## src/rtl/keygen_pkg.sv

```systemverilog
// Shared definitions for the public-key generator family: default key
// geometry, the null result value, the request mode encoding and the
// controller state type.
package keygen_pkg;

  // Default key width, modulus and additive offset.
  localparam int KEY_W = 8;
  localparam int KEY_P = 227;
  localparam int KEY_Q = 225;

  // Value driven on the key output whenever no legal key is presented.
  localparam int NULL_CHAR = 0;

  // The only legal request mode.
  localparam logic [1:0] MODE_GEN = 2'b01;

  // Controller states.
  typedef enum logic [1:0] {
    IDLE   = 2'd0,
    REDUCE = 2'd1,
    HOLD   = 2'd2
  } keyState_e;

  // True when the request mode asks for key generation.
  function automatic logic modeIsGen(input logic [1:0] m);
    return (m == MODE_GEN);
  endfunction

endpackage

```

## src/rtl/mod_reduce_step.sv

```systemverilog
// One step of modular reduction by conditional subtraction.
// done_o is high when the accumulator is already below the modulus.
module mod_reduce_step #(
  parameter int W = 8
) (
  input  logic [W:0] acc_i,
  input  logic [W:0] modulus_i,
  output logic [W:0] next_acc_o,
  output logic       done_o
);

  // Subtract the modulus once if the accumulator is not yet reduced.
  always_comb begin
    done_o     = (acc_i < modulus_i);
    next_acc_o = done_o ? acc_i : (acc_i - modulus_i);
  end

endmodule

```

## src/rtl/pub_key_gen_param.sv

```systemverilog
// Parametrised public-key generator: public_key = (secret_key + Q) mod P.
// Requests arrive on a valid/ready handshake. Results are held on a
// valid/ready handshake until the consumer takes them.
// Optional build macro PKG_ERR_COUNT_EN adds a saturating count of
// rejected requests on err_count.
module pub_key_gen_param
  import keygen_pkg::*;
#(
  parameter int W = KEY_W,
  parameter int P = KEY_P,
  parameter int Q = KEY_Q
) (
  input  logic         clk,
  input  logic         rst_n,
  input  logic         req_valid,
  output logic         req_ready,
  input  logic [1:0]   mode,
  input  logic [W-1:0] secret_key,
  output logic         pk_valid,
  input  logic         pk_ready,
  output logic [W-1:0] public_key,
  output logic         pk_err
`ifdef PKG_ERR_COUNT_EN
  ,
  output logic [7:0]   err_count
`endif
);

  localparam longint MAX_VAL = (longint'(1) << W) - 1;

  // Modulus and offset widened to the accumulator width so the sum
  // Sk + Q can never overflow.
  localparam logic [W:0] P_EXT = (W+1)'(P);
  localparam logic [W:0] Q_EXT = (W+1)'(Q);

  // Reject parameter sets outside the supported range at elaboration.
  if ((P < 2) || (longint'(P) > MAX_VAL)) begin : gen_bad_p
    $error("pub_key_gen_param: P must satisfy 2 <= P <= 2^W-1");
  end
  if ((Q < 0) || (longint'(Q) > MAX_VAL)) begin : gen_bad_q
    $error("pub_key_gen_param: Q must satisfy 0 <= Q <= 2^W-1");
  end

  keyState_e    state_q, state_d;
  logic [W:0]   acc_q, acc_d;
  logic [W-1:0] pubKey_q, pubKey_d;
  logic         pkErr_q, pkErr_d;
  logic         pkValid_q, pkValid_d;

  logic         accept;
  logic         illegalReq;
  logic [W:0]   nextAcc;
  logic         reduceDone;

  // Only IDLE accepts requests, and never while reset is held.
  assign req_ready = rst_n && (state_q == IDLE);
  assign accept    = req_valid && (state_q == IDLE);

  // A zero key, a key not below the modulus or a non-generate mode is refused.
  assign illegalReq = (secret_key == '0)
                   || ({1'b0, secret_key} >= P_EXT)
                   || !modeIsGen(mode);

  mod_reduce_step #(
    .W (W)
  ) u_step (
    .acc_i      (acc_q),
    .modulus_i  (P_EXT),
    .next_acc_o (nextAcc),
    .done_o     (reduceDone)
  );

  // Next-state and result logic: load, reduce one step per cycle, then hold.
  always_comb begin
    state_d   = state_q;
    acc_d     = acc_q;
    pubKey_d  = pubKey_q;
    pkErr_d   = pkErr_q;
    pkValid_d = pkValid_q;
    case (state_q)
      IDLE: begin
        if (accept) begin
          if (illegalReq) begin
            pubKey_d  = W'(NULL_CHAR);
            pkErr_d   = 1'b1;
            pkValid_d = 1'b1;
            state_d   = HOLD;
          end else begin
            acc_d   = {1'b0, secret_key} + Q_EXT;
            state_d = REDUCE;
          end
        end
      end
      REDUCE: begin
        if (!reduceDone) begin
          acc_d = nextAcc;
        end else begin
          pubKey_d  = acc_q[W-1:0];
          pkErr_d   = 1'b0;
          pkValid_d = 1'b1;
          state_d   = HOLD;
        end
      end
      HOLD: begin
        if (pkValid_q && pk_ready) begin
          pubKey_d  = W'(NULL_CHAR);
          pkErr_d   = 1'b0;
          pkValid_d = 1'b0;
          state_d   = IDLE;
        end
      end
      default: begin
        state_d = IDLE;
      end
    endcase
  end

  // State, accumulator and result registers; reset discards any work in flight.
  always_ff @(posedge clk or negedge rst_n) begin
    if (!rst_n) begin
      state_q   <= IDLE;
      acc_q     <= '0;
      pubKey_q  <= W'(NULL_CHAR);
      pkErr_q   <= 1'b0;
      pkValid_q <= 1'b0;
    end else begin
      state_q   <= state_d;
      acc_q     <= acc_d;
      pubKey_q  <= pubKey_d;
      pkErr_q   <= pkErr_d;
      pkValid_q <= pkValid_d;
    end
  end

  assign public_key = pubKey_q;
  assign pk_err     = pkErr_q;
  assign pk_valid   = pkValid_q;

`ifdef PKG_ERR_COUNT_EN
  logic [7:0] errCount_q;

  // Count accepted illegal requests, sticking at the maximum value.
  always_ff @(posedge clk or negedge rst_n) begin
    if (!rst_n) begin
      errCount_q <= 8'd0;
    end else if (accept && illegalReq && (errCount_q != 8'hFF)) begin
      errCount_q <= errCount_q + 8'd1;
    end
  end

  assign err_count = errCount_q;
`endif

endmodule

```

## config.mk

```make
export PLATFORM = sky130hd
export DESIGN_NAME = pub_key_gen_param
export DESIGN_NICKNAME = d
export VERILOG_FILES = /design/src/rtl/keygen_pkg.sv /design/src/rtl/mod_reduce_step.sv /design/src/rtl/pub_key_gen_param.sv
export SDC_FILE = /design/constraint.sdc
export NUM_CORES = 1
export LEC_CHECK = 0
export ABC_AREA = 1
export ABC_CLOCK_PERIOD_IN_PS = 1650
export CORE_MARGIN = 4
export CORE_UTILIZATION = 50
export CTS_BUF_LIST = sky130_fd_sc_hd__clkbuf_4 sky130_fd_sc_hd__clkbuf_8
export CTS_CLUSTER_DIAMETER = 200
export DETAILED_ROUTE_END_ITERATION = 8
export PLACE_DENSITY = 0.78
export SLEW_MARGIN = 20
export SYNTH_ARGS = -nofsm -noshare
export SYNTH_HDL_FRONTEND = slang
export SYNTH_SLANG_ARGS = --single-unit
```

## constraint.sdc

```tcl
create_clock -name clk -period 1.65 [get_ports clk]
set_input_delay 0.2475 -clock clk [delete_from_list [all_inputs] [get_ports clk]]
set_output_delay 0.2475 -clock clk [all_outputs]
set_load 0.01 [all_outputs]
```

After elaboration in Yosys (flattened, before gate mapping)
Cells that the tools add are included.
{"block": "classes", "mux": 21, "n_reduce_logical": 13, "addsub": 2, "magnitude_cmp": 2, "n_eq_ne": 9}
{"cell": "two-way mux 8 bit", "count": 4}
{"cell": "two-way mux 9 bit", "count": 3}
{"cell": "one-hot mux 8 bit (3 select lines)", "count": 1}
{"cell": "one-hot mux 9 bit (2 select lines)", "count": 1}
{"cell": "inequality test 2 bit (second input constant)", "count": 6}
{"cell": "adder 8 x 8 -> 9 bit (second input constant)", "count": 1}
{"cell": "< comparator 9 x 8 -> 1 bit (second input constant)", "count": 1}
{"cell": "subtractor 9 x 8 -> 9 bit (second input constant)", "count": 1}
{"cell": "greater-or-equal comparator 8 bit (second input constant)", "count": 1}
{"cell": "zero test 8 bit", "count": 1}
{"cell": "two-way mux 2 bit", "count": 4}
{"cell": "one-hot mux 1 bit (3 select lines)", "count": 2}
{"cell": "one-hot mux 2 bit (3 select lines)", "count": 1}
{"cell": "two-way mux 1 bit", "count": 5}
{"cell": "AND reduction 5 bit", "count": 1}
{"cell": "equality test 2 x 1 -> 1 bit (second input constant)", "count": 2}
{"cell": "AND reduction 4 bit", "count": 1}
{"cell": "logical AND 1 bit", "count": 3}
{"cell": "AND reduction 3 bit", "count": 1}
{"cell": "nonzero test 3 bit", "count": 1}
{"cell": "equality test 2 bit (second input constant)", "count": 1}
{"cell": "zero test 2 bit", "count": 1}
{"cell": "logical OR 1 bit", "count": 2}
{"cell": "nonzero test 2 bit", "count": 1}
{"cell": "zero test 1 bit", "count": 1}
{"block": "totals", "word_cells": 52, "reg_bits": 21, "out_inout_bits": 11, "inputBits": 14}

Logic depth before layout (Yosys ltp)
Gate-level depths: netlist of the first run.
{"block": "depth", "word_depth": 6, "mapped_depth": 12, "depth_no_buf": 11}

By module
From an unflattened synthesis of the first run, not the netlist that was laid out.
{"block": "unflattened", "cells_unflattened": 327, "hier_area_um2": 2045.7}
{"mod": "pub_key_gen_param", "seq_area_each_um2": 525.5, "area_per_inst_um2": 1420.1, "cells_per_inst": 206, "instances": 1}
{"mod": "mod_reduce_step", "seq_area_each_um2": 0.0, "area_per_inst_um2": 625.6, "cells_per_inst": 121, "instances": 1}

Least setup slack after synthesis of the first run
OpenSTA, ideal clock, no wires.
{"block": "synth_path", "path_type": "reg-to-reg", "from": "register state_q[0]", "to": "register state_q[1]", "path_slack_ns": 0.049, "synth_period_minus_slack_ns": 1.601, "t_required_ns": 1.537, "path_stages_with_launch": 13, "arrival_time_ns": 1.488, "n_path_buf": 2, "setup_ns": 0.113, "cell_sequence": "dfrtp_1 inv_1 ha_1 inv_1 or2_1 buf_6 nand2_2 inv_2 nand2_4 buf_6 nand2_1 nand2_1 inv_1"}
{"block": "synth_via", "elab_chain_len": 4, "word_cells_on_any_way": 9, "cone_classes": "eq/ne (5); mux (1); reduce/logical (3)"}
{"item": "start: declaration", "line_no": "pub_key_gen_param.sv:44", "text": "keyState_e state_q, state_d;"}
{"item": "start signal: assignment", "line_no": "pub_key_gen_param.sv:127", "text": "state_q <= state_d;"}
{"item": "zero test 2 bit", "line_no": "pub_key_gen_param.sv:57, pub_key_gen_param.sv:80"}
{"item": "logical AND 1 bit", "line_no": "pub_key_gen_param.sv:57", "text": "assign accept = req_valid && (state_q == IDLE);"}
{"item": "inequality test 2 bit (no line)"}
{"item": "AND reduction 3 bit (no line)"}
Parallel ways exist; a longest one is shown, timed or not.
A chain may end at the register's enable or synchronous reset.

Final worst setup path of the first run
{"block": "layout_path", "from": "register state_q[0]", "to": "register acc_q[3]"}
{"block": "layout_via", "elab_chain_len": 4, "word_cells_on_any_way": 9, "cone_classes": "eq/ne (4); mux (1); reduce/logical (4)"}
{"item": "zero test 2 bit", "line_no": "pub_key_gen_param.sv:57, pub_key_gen_param.sv:80"}
{"item": "logical AND 1 bit", "line_no": "pub_key_gen_param.sv:57"}
{"item": "inequality test 2 bit (no line)"}
{"item": "AND reduction 4 bit (no line)"}
{"item": "end signal: assignment", "line_no": "pub_key_gen_param.sv:122", "text": "acc_q <= '0;"}
{"item": "end signal: assignment", "line_no": "pub_key_gen_param.sv:128", "text": "acc_q <= acc_d;"}
{"item": "end: declaration", "line_no": "pub_key_gen_param.sv:45", "text": "logic [W:0] acc_q, acc_d;"}
Parallel ways exist; a longest one is shown, timed or not.

==> impl_results.md, run 1 <==
* Critical path capture point type: flip-flop
* Max-cap violations at 0
* ANT cells at 0
* XOR/XNOR share of the synthesized area at between 1.5 and 2%
* CP Launch Type: flip-flop
* Total GRT Usage at 18.31%
* I/O Pins at 25
* # DRC at 0
* Row cnt at 19
* Clock power frac at between 20 and 30%
* Worst Path Max Fanout at 8
* Simple-Gate Fraction of Synth Area at 39.37%
* CTS Buffer Depth at 2
* Syn avg cell area at roughly 6.6 um^2
* Final Wtd Congestion at around 0.84
* Worst path required time at between 1.5 and 2 ns
* Final Cycle Share at 93.92%
* Die Height at between 60 and 70 um
* Synthesized flop and latch total at 21
* Cell Chain, Critical Path: buf_4 -> ha_4 -> nor2_1 -> inv_1 -> nand2_2 -> buf_4 -> nand4_1 -> nand2_1
* # clock sinks at 21
* Post-layout util at between 70% and 80%
* Relative slew slack at 82.72%
* Seq pwr share at around 58%
* Post-DP HPWL at between 2000 and 3000 um
* CP most frequent cell: buf_4
* Antenna violations before repair at 0
* Post-Syn Nets at about 260
* Final Hold Fails at 0
* Adder-Cell Fraction of Synth Area at 5.659%
* Largest net degree at the start of global routing at 22
* Slew Limit Fails at 0
* Drt first pass iters at 5
* WL/cell at about 11 um
* Vias per inst at approximately 4.9
* Pwr Density at roughly 440 nW/um^2
* Gate count of the mapped netlist at 234
* Slew at the pin closest to its max-slew limit at 0.2591 ns
* Combinational Power Share at 14.1%
* Post-CTS Setup Bufs at 0
* Cells after DPL at roughly 300
* Hold crit path type: input port to asynchronous set/reset pin
* CP Class: flip-flop to flip-flop
* Total grt overflow at 0
* Post-synthesis sequential area ratio at 33.95%
* Layout cells sized above 1 at 16.85%
* Number of global-route vias before repair at approximately 1400
* Final WL at 3503 um
* Area growth from synthesis to layout at 31.53%
* Max VDD drop at 0.0003963 V
* Switching power at 0.0002231 W
* CTS Root Buffer Type: clkbuf_4
* Die width at 63.64 um
* Fmax at roughly 650 MHz
* LEAKAGE at ~1.2 nW
* Port Buffer Count at 24
* Largest family of logic cells by synthesized area: simple AND/OR/NAND/NOR gates
* CTS tree: done
* CTS buffer count at 3
* Starting density of the core at 54.25%
* First-pass GRT wire length at 6003 um
* Cell area after synthesis at around 1500 um^2
* Fin cells at just over 300
* Switching part of the total at roughly a quarter
* Mux cell area share after synthesis at 0%
* Internal at between 0.0006 and 0.0007 W
* Clk_skew at ~0.0065 ns
* Worst-skew pair later-pin latency at just over 0.3 ns
* Slowest cell on crit path: dfrtp_1
* Fin nets at roughly 300
* Compound-gate portion of the synthesized area at under 10%
* H-tree depth at 1
* Fin crit period at ~1.5 ns
* Vias at around 1500
* Status: finished clean
* CP max stage delay at between 0.4 and 0.5 ns
* Netlist cell types at 24
* Post-route ant nets at 0
* Die footprint at 4049 um^2
* Clock transition at path regs at roughly 0.12 ns
* Core area at approximately 2900 um^2
* Yosys warns at 0
* Drt initial violations at 65
* Final setup viols at 0
* Crit path DAT at 1.80 ns
-- Yosys cell counts --
master,count,share of area (%)
ha_1,7,5.7
dfrtp_1,21,34
clkinv_1,1,0.24
a22oi_1,1,0.49
nand4_1,7,2.8
xor2_1,2,1.1
nor2_4,2,1.5
nor2_2,2,0.81
or2_1,1,0.40
inv_2,2,0.49
xnor2_1,1,0.57
buf_6,4,2.9
nor2_1,13,3.2
clkbuf_1,1,0.24
nand3_2,2,1.3
nand2_4,1,0.73
nand2_2,4,1.6
buf_2,1,0.32
inv_1,31,7.5
a21oi_1,4,1.3
o21ai_0,10,3.2
nand3_1,11,3.6
o21ai_1,8,2.6
nand2_1,97,24
-- sequential cells by signal (all words and copies together), names as in the netlist --
| name | flops |
|---|---|
| public_key | 8 |
| pk_err | 1 |
| pk_valid | 1 |
| acc_q | 9 |
| state_q | 2 |
-- power groups by stage --
| stage | combinational (W) | sequential, W | clock [W] |
|---|---|---|---|
| 2_1_floorplan | 0.0000551 | 0.000533 | 0 |
| 3_3_place_gp | 0.000125 | 0.000533 | 0 |
| 3_5_place_dp | 0.000127 | 0.000533 | 0 |
| 4_1_cts | 0.000128 | 0.000523 | 0.000254 |
| 5_1_grt | 0.000144 | 0.000525 | 0.000275 |
| 6_report | 0.000127 | 0.000523 | 0.000247 |
-- cell type report --
cell class | instances | area [um^2]
clock buffers | 3 | 22.52
clock inverters | 1 | 5.005
fillers | 250 | 817.0
inverters | 34 | 130.1
multi-input cells | 174 | 910.9
flip-flops and latches | 21 | 525.5
well taps | 31 | 38.79
repair buffers | 46 | 402.9
-- routing by layer --
| layer | up-vias | part of all wire (%) | track usage [%] |
|---|---|---|---|
| met3 | 6 | 5.4 | 3.552 |
| met1 | 663 | 47 | 23.79 |
| li1 | 820 | - | - |
| met4 | 0 | 1.4 | 4.582 |
| met2 | 32 | 46 | 31.03 |
| met5 | - | 0 | 0 |
-- critical path: cells and delay by family (launching register included) --
family | cells | cell delay, ns
fa+ha+maj | 1 | 0.21
buf+inv | 3 | 0.38
flops | 1 | 0.43
simple gates | 4 | 0.47
-- placed cells by master, fill, tap and decap left out, drive strengths merged --
| master | instances |
|---|---|
| nor2 | 18 |
| dlymetal6s2s | 1 |
| dfrtp | 21 |
| a21oi | 4 |
| nand3 | 13 |
| xor2 | 2 |
| ha | 7 |
| buf | 22 |
| xnor2 | 1 |
| nand2 | 102 |
| clkbuf | 4 |
| clkdlybuf4s50 | 22 |
| o21ai | 18 |
| nand4 | 7 |
| clkinv | 1 |
| or2 | 1 |
| a22oi | 1 |
| inv | 34 |
-- metrics by stage --
step                 power, W  cell area, um^2  setup slack [ns]  hold WS (ns)  setup TNS [ns]
global placement    0.0006585             1938           -0.2055        0.4625          -3.637
CTS                 0.0009052             1981           0.05117        0.3035               0
global route        0.0009438             2036          -0.01103        0.3086        -0.01377
floorplan           0.0005878             1548           0.04937      -0.04809               0
finish              0.0008974             2036            0.1004        0.2972               0
detailed placement  0.0006604             1938           -0.2184        0.4664          -3.965
-- path summary, 6_finish.rpt --
path | from | end | slack (ns) | cells after the start
setup reg to reg | state_q[0]$_DFFE_PN0P_ | acc_q[3]$_DFFE_PN0P_ | 0.10 | 8
setup / recovery | state_q[0]$_DFFE_PN0P_ | acc_q[3]$_DFFE_PN0P_ | 0.10 | 8
min in group clk | secret_key[0] | acc_q[0]$_DFFE_PN0P_ | 0.39 | 5
hold reg to reg | public_key[3]$_DFFE_PN0P_ | public_key[3]$_DFFE_PN0P_ | 0.49 | 2
max in group asynchronous | rst_n | public_key[7]$_DFFE_PN0P_ | 1.14 | 2
hold / removal | rst_n | state_q[0]$_DFFE_PN0P_ | 0.30 | 2
-- cells by family after synthesis --
family	count (synthesis)
compound gates	23
xor+xnor	3
buf+inv	40
simple gates	140
fa+ha+maj	7
flops	21
-- repair_timing --
item                                    in CTS  in global routing
hold buffers                                 0                  0
gates resized for setup                      7                 12
endpoints found under the setup margin      11                 20
pin swaps                                    0                  1
cloned                                       0                  1
Note: power is estimated with default switching activity, not from simulation.
==> inputs of run 2 (changes only) <==
--- a/config.mk
+++ b/config.mk
@@ -13,7 +13,7 @@
 export CTS_CLUSTER_DIAMETER = 200
 export DETAILED_ROUTE_END_ITERATION = 8
 export PLACE_DENSITY = 0.78
-export SLEW_MARGIN = 20
+export SLEW_MARGIN = 15
 export SYNTH_ARGS = -nofsm -noshare
 export SYNTH_HDL_FRONTEND = slang
 export SYNTH_SLANG_ARGS = --single-unit
==> results of run 2 <==
The final DEF is identical to that of run 1; final timing and power are the same.
==> inputs of run 3 (changes only) <==
--- a/config.mk
+++ b/config.mk
@@ -17,3 +17,4 @@
 export SYNTH_ARGS = -nofsm -noshare
 export SYNTH_HDL_FRONTEND = slang
 export SYNTH_SLANG_ARGS = --single-unit
+export TNS_END_PERCENT = 100
==> results of run 3 <==
The final DEF is identical to that of run 1; final timing and power are the same.
==> RTL change, RTL diff (settings of run 1) <==
Build with the macro `PKG_ERR_COUNT_EN` defined.
--- a/src/rtl/pub_key_gen_param.sv
+++ b/src/rtl/pub_key_gen_param.sv
@@ -3,6 +3,8 @@
 // valid/ready handshake until the consumer takes them.
 // Optional build macro PKG_ERR_COUNT_EN adds a saturating count of
 // rejected requests on err_count.
+`define PKG_ERR_COUNT_EN
+
 module pub_key_gen_param
   import keygen_pkg::*;
 #(
Formal check against the unedited RTL (old outputs only; new: err_count): equivalent (equiv_simple and equiv_induct, registers matched by name and starting in step).
==> RTL change against run 1 <==
Setup slack got worse by 26 ps. Area after synthesis rose by 26%. Via count rose by 27%. Clock skew barely moved. Synthesized cell count rose by 18%. Total power rose by 67%. Die area rose by 22%. Routed wire length rose by 38%. Sequential cell count rose by 8. Final area rose by 31%. Largest cell class unchanged. Largest power group unchanged.
==> RTL change: results (changes against run 1) <==
[logic_synthesis]
ys_types = 27  ; +13%
yosysSeqAreaShare_pct = 37.3  ; +3.4 points
synth_common_cells = nand2_1, inv_1, dfrtp_1
syn-num-nets = 298  ; +17%
synth.area.top_cells = dfrtp_1, nand2_1, inv_1
yosys_warnings = 0  ; unchanged

[global_route]
grt_max_degree = 30  ; +36%
grt_pass1_wl_um = 8050  ; +34%
grtUsageTotal_pct = 20.2  ; +1.9 points
first_global_vias = 1811  ; +27%

[placement]
io_buffers = 32  ; +33%
post-place-ws_ps = -328  ; -110 ps
placed_cell_area_sq_um = 2500  ; +29%
dp_hpwl_um = 3660  ; +36%

[routing]
met3_length_um = 201  ; +6.3%
drt-pass1-iter-count = 4  ; -1
wl_met2_um = 2380  ; +47%
drt_wl_total_um = 4840  ; +38%
vias = 1935  ; +27%
wl_met1_um = 2170  ; +32%

[layout]
drive_gt1_share_pct = 17.7  ; +0.85 points
fin_nets = 360  ; +20%

[timing]
relSlewSlack_pct = 75.7  ; -7.0 points
finalClockSkew_ps = 6.71  ; +0.217 ps

[clocking]
numCtsBuffers = 5  ; +2
clk_pin_slew_ps = 60  ; -60 ps
cts-root-buf = clkbuf_8
clock_latency_ps = 280  ; -30 ps
htreeDepth = 2  ; +1

[status]
outcome = complete, no violations

[worst_setup_path]
slowest_delay_ps = 530  ; +100 ps
worstPathMaxFanout = 6  ; -2
cp_slowest_cell = clkdlybuf4s50_1
crit_family = buffers and inverters

[power]
p_leak_nw = 1.46  ; +24%

RTL change: changes by cell type after synthesis, sizes merged, moves of 3 or more:
cell	delta
dfrtp	+8
inv	+5
nand2	+4
nand3	+4
o21ai	+8
xnor2	+3
xor2	+4
RTL change: where the power goes:
part | total (mW) | switching [mW] | internal [mW] | leakage, nW
clock | 0.641 | 0.265 | 0.376 | 0.0542
combinational | 0.134 | 0.0688 | 0.0649 | 1.01
sequential | 0.722 | 0.00553 | 0.716 | 0.391
RTL change: worst reg2reg max path: stages, from the launching register on:
cell and delay, ps:
dfrtp_1 380, inv_1 120, buf_4 130, ha_2 260
clkinv_2 180, nand3_1 140, o21ai_0 90, nand4_1 100
nand2_1 50
RTL change: path summary, 6_finish.rpt:
check / from / endpoint / slack, ps / cells past startpoint
setup / recovery: secret_key[5] / public_key[2] / 70 / 9
hold / removal: rst_n / public_key[1] / 460 / 2
setup reg to reg: state_q[1] / acc_q[3] / 90 / 8
hold reg to reg: public_key[6] / public_key[6] / 470 / 2
max in group asynchronous: rst_n / acc_q[0] / 920 / 2
min in group clk: public_key[6] / public_key[6] / 470 / 2
RTL change: routing by layer:
metal	global-route usage, %	vias up
met3	3.88	12
met2	33.5	57
li1	-	985
met1	25.9	881
met4	7.66	0
met5	0	-
RTL change: repair_timing:
| action | 4_1_cts | 5_1_grt |
|---|---|---|
| gates resized for setup | 5 | 11 |
| pin swaps | 1 | 4 |
| cloned | 1 | 1 |
| endpoints found under the setup margin | 18 | 26 |
| hold buffers | 0 | 0 |
RTL change: layout make-up:
| class | instances | area (sq um) |
|---|---|---|
| clock buffer | 7 | 96.3 |
| inverter | 39 | 148 |
| timing repair buffer | 60 | 569 |
| clock inverter | 1 | 5.00 |
| multi-input combinational | 203 | 1070 |
| fill | 307 | 1040 |
| sequential | 29 | 726 |
| tap | 48 | 60.1 |
RTL change: logic make-up (layout without fill, tap and decap cells):
logic type / after synthesis / count (layout) / synth area share (%)
xor+xnor: 10 / 10 / 4.51
buf+inv: 45 / 107 / 9.66
compound gates: 33 / 33 / 8.69
flops: 29 / 29 / 37.3
simple gates: 151 / 152 / 34.6
fa+ha+maj: 8 / 8 / 5.15
RTL change: through the flow:
stage | std cells | power, mW
after floorplan | 276 | 0.783
after global placement | 377 | 0.866
after detailed placement | 377 | 0.868
after CTS | 386 | 1.52
after global routing | 387 | 1.56
final | 387 | 1.50
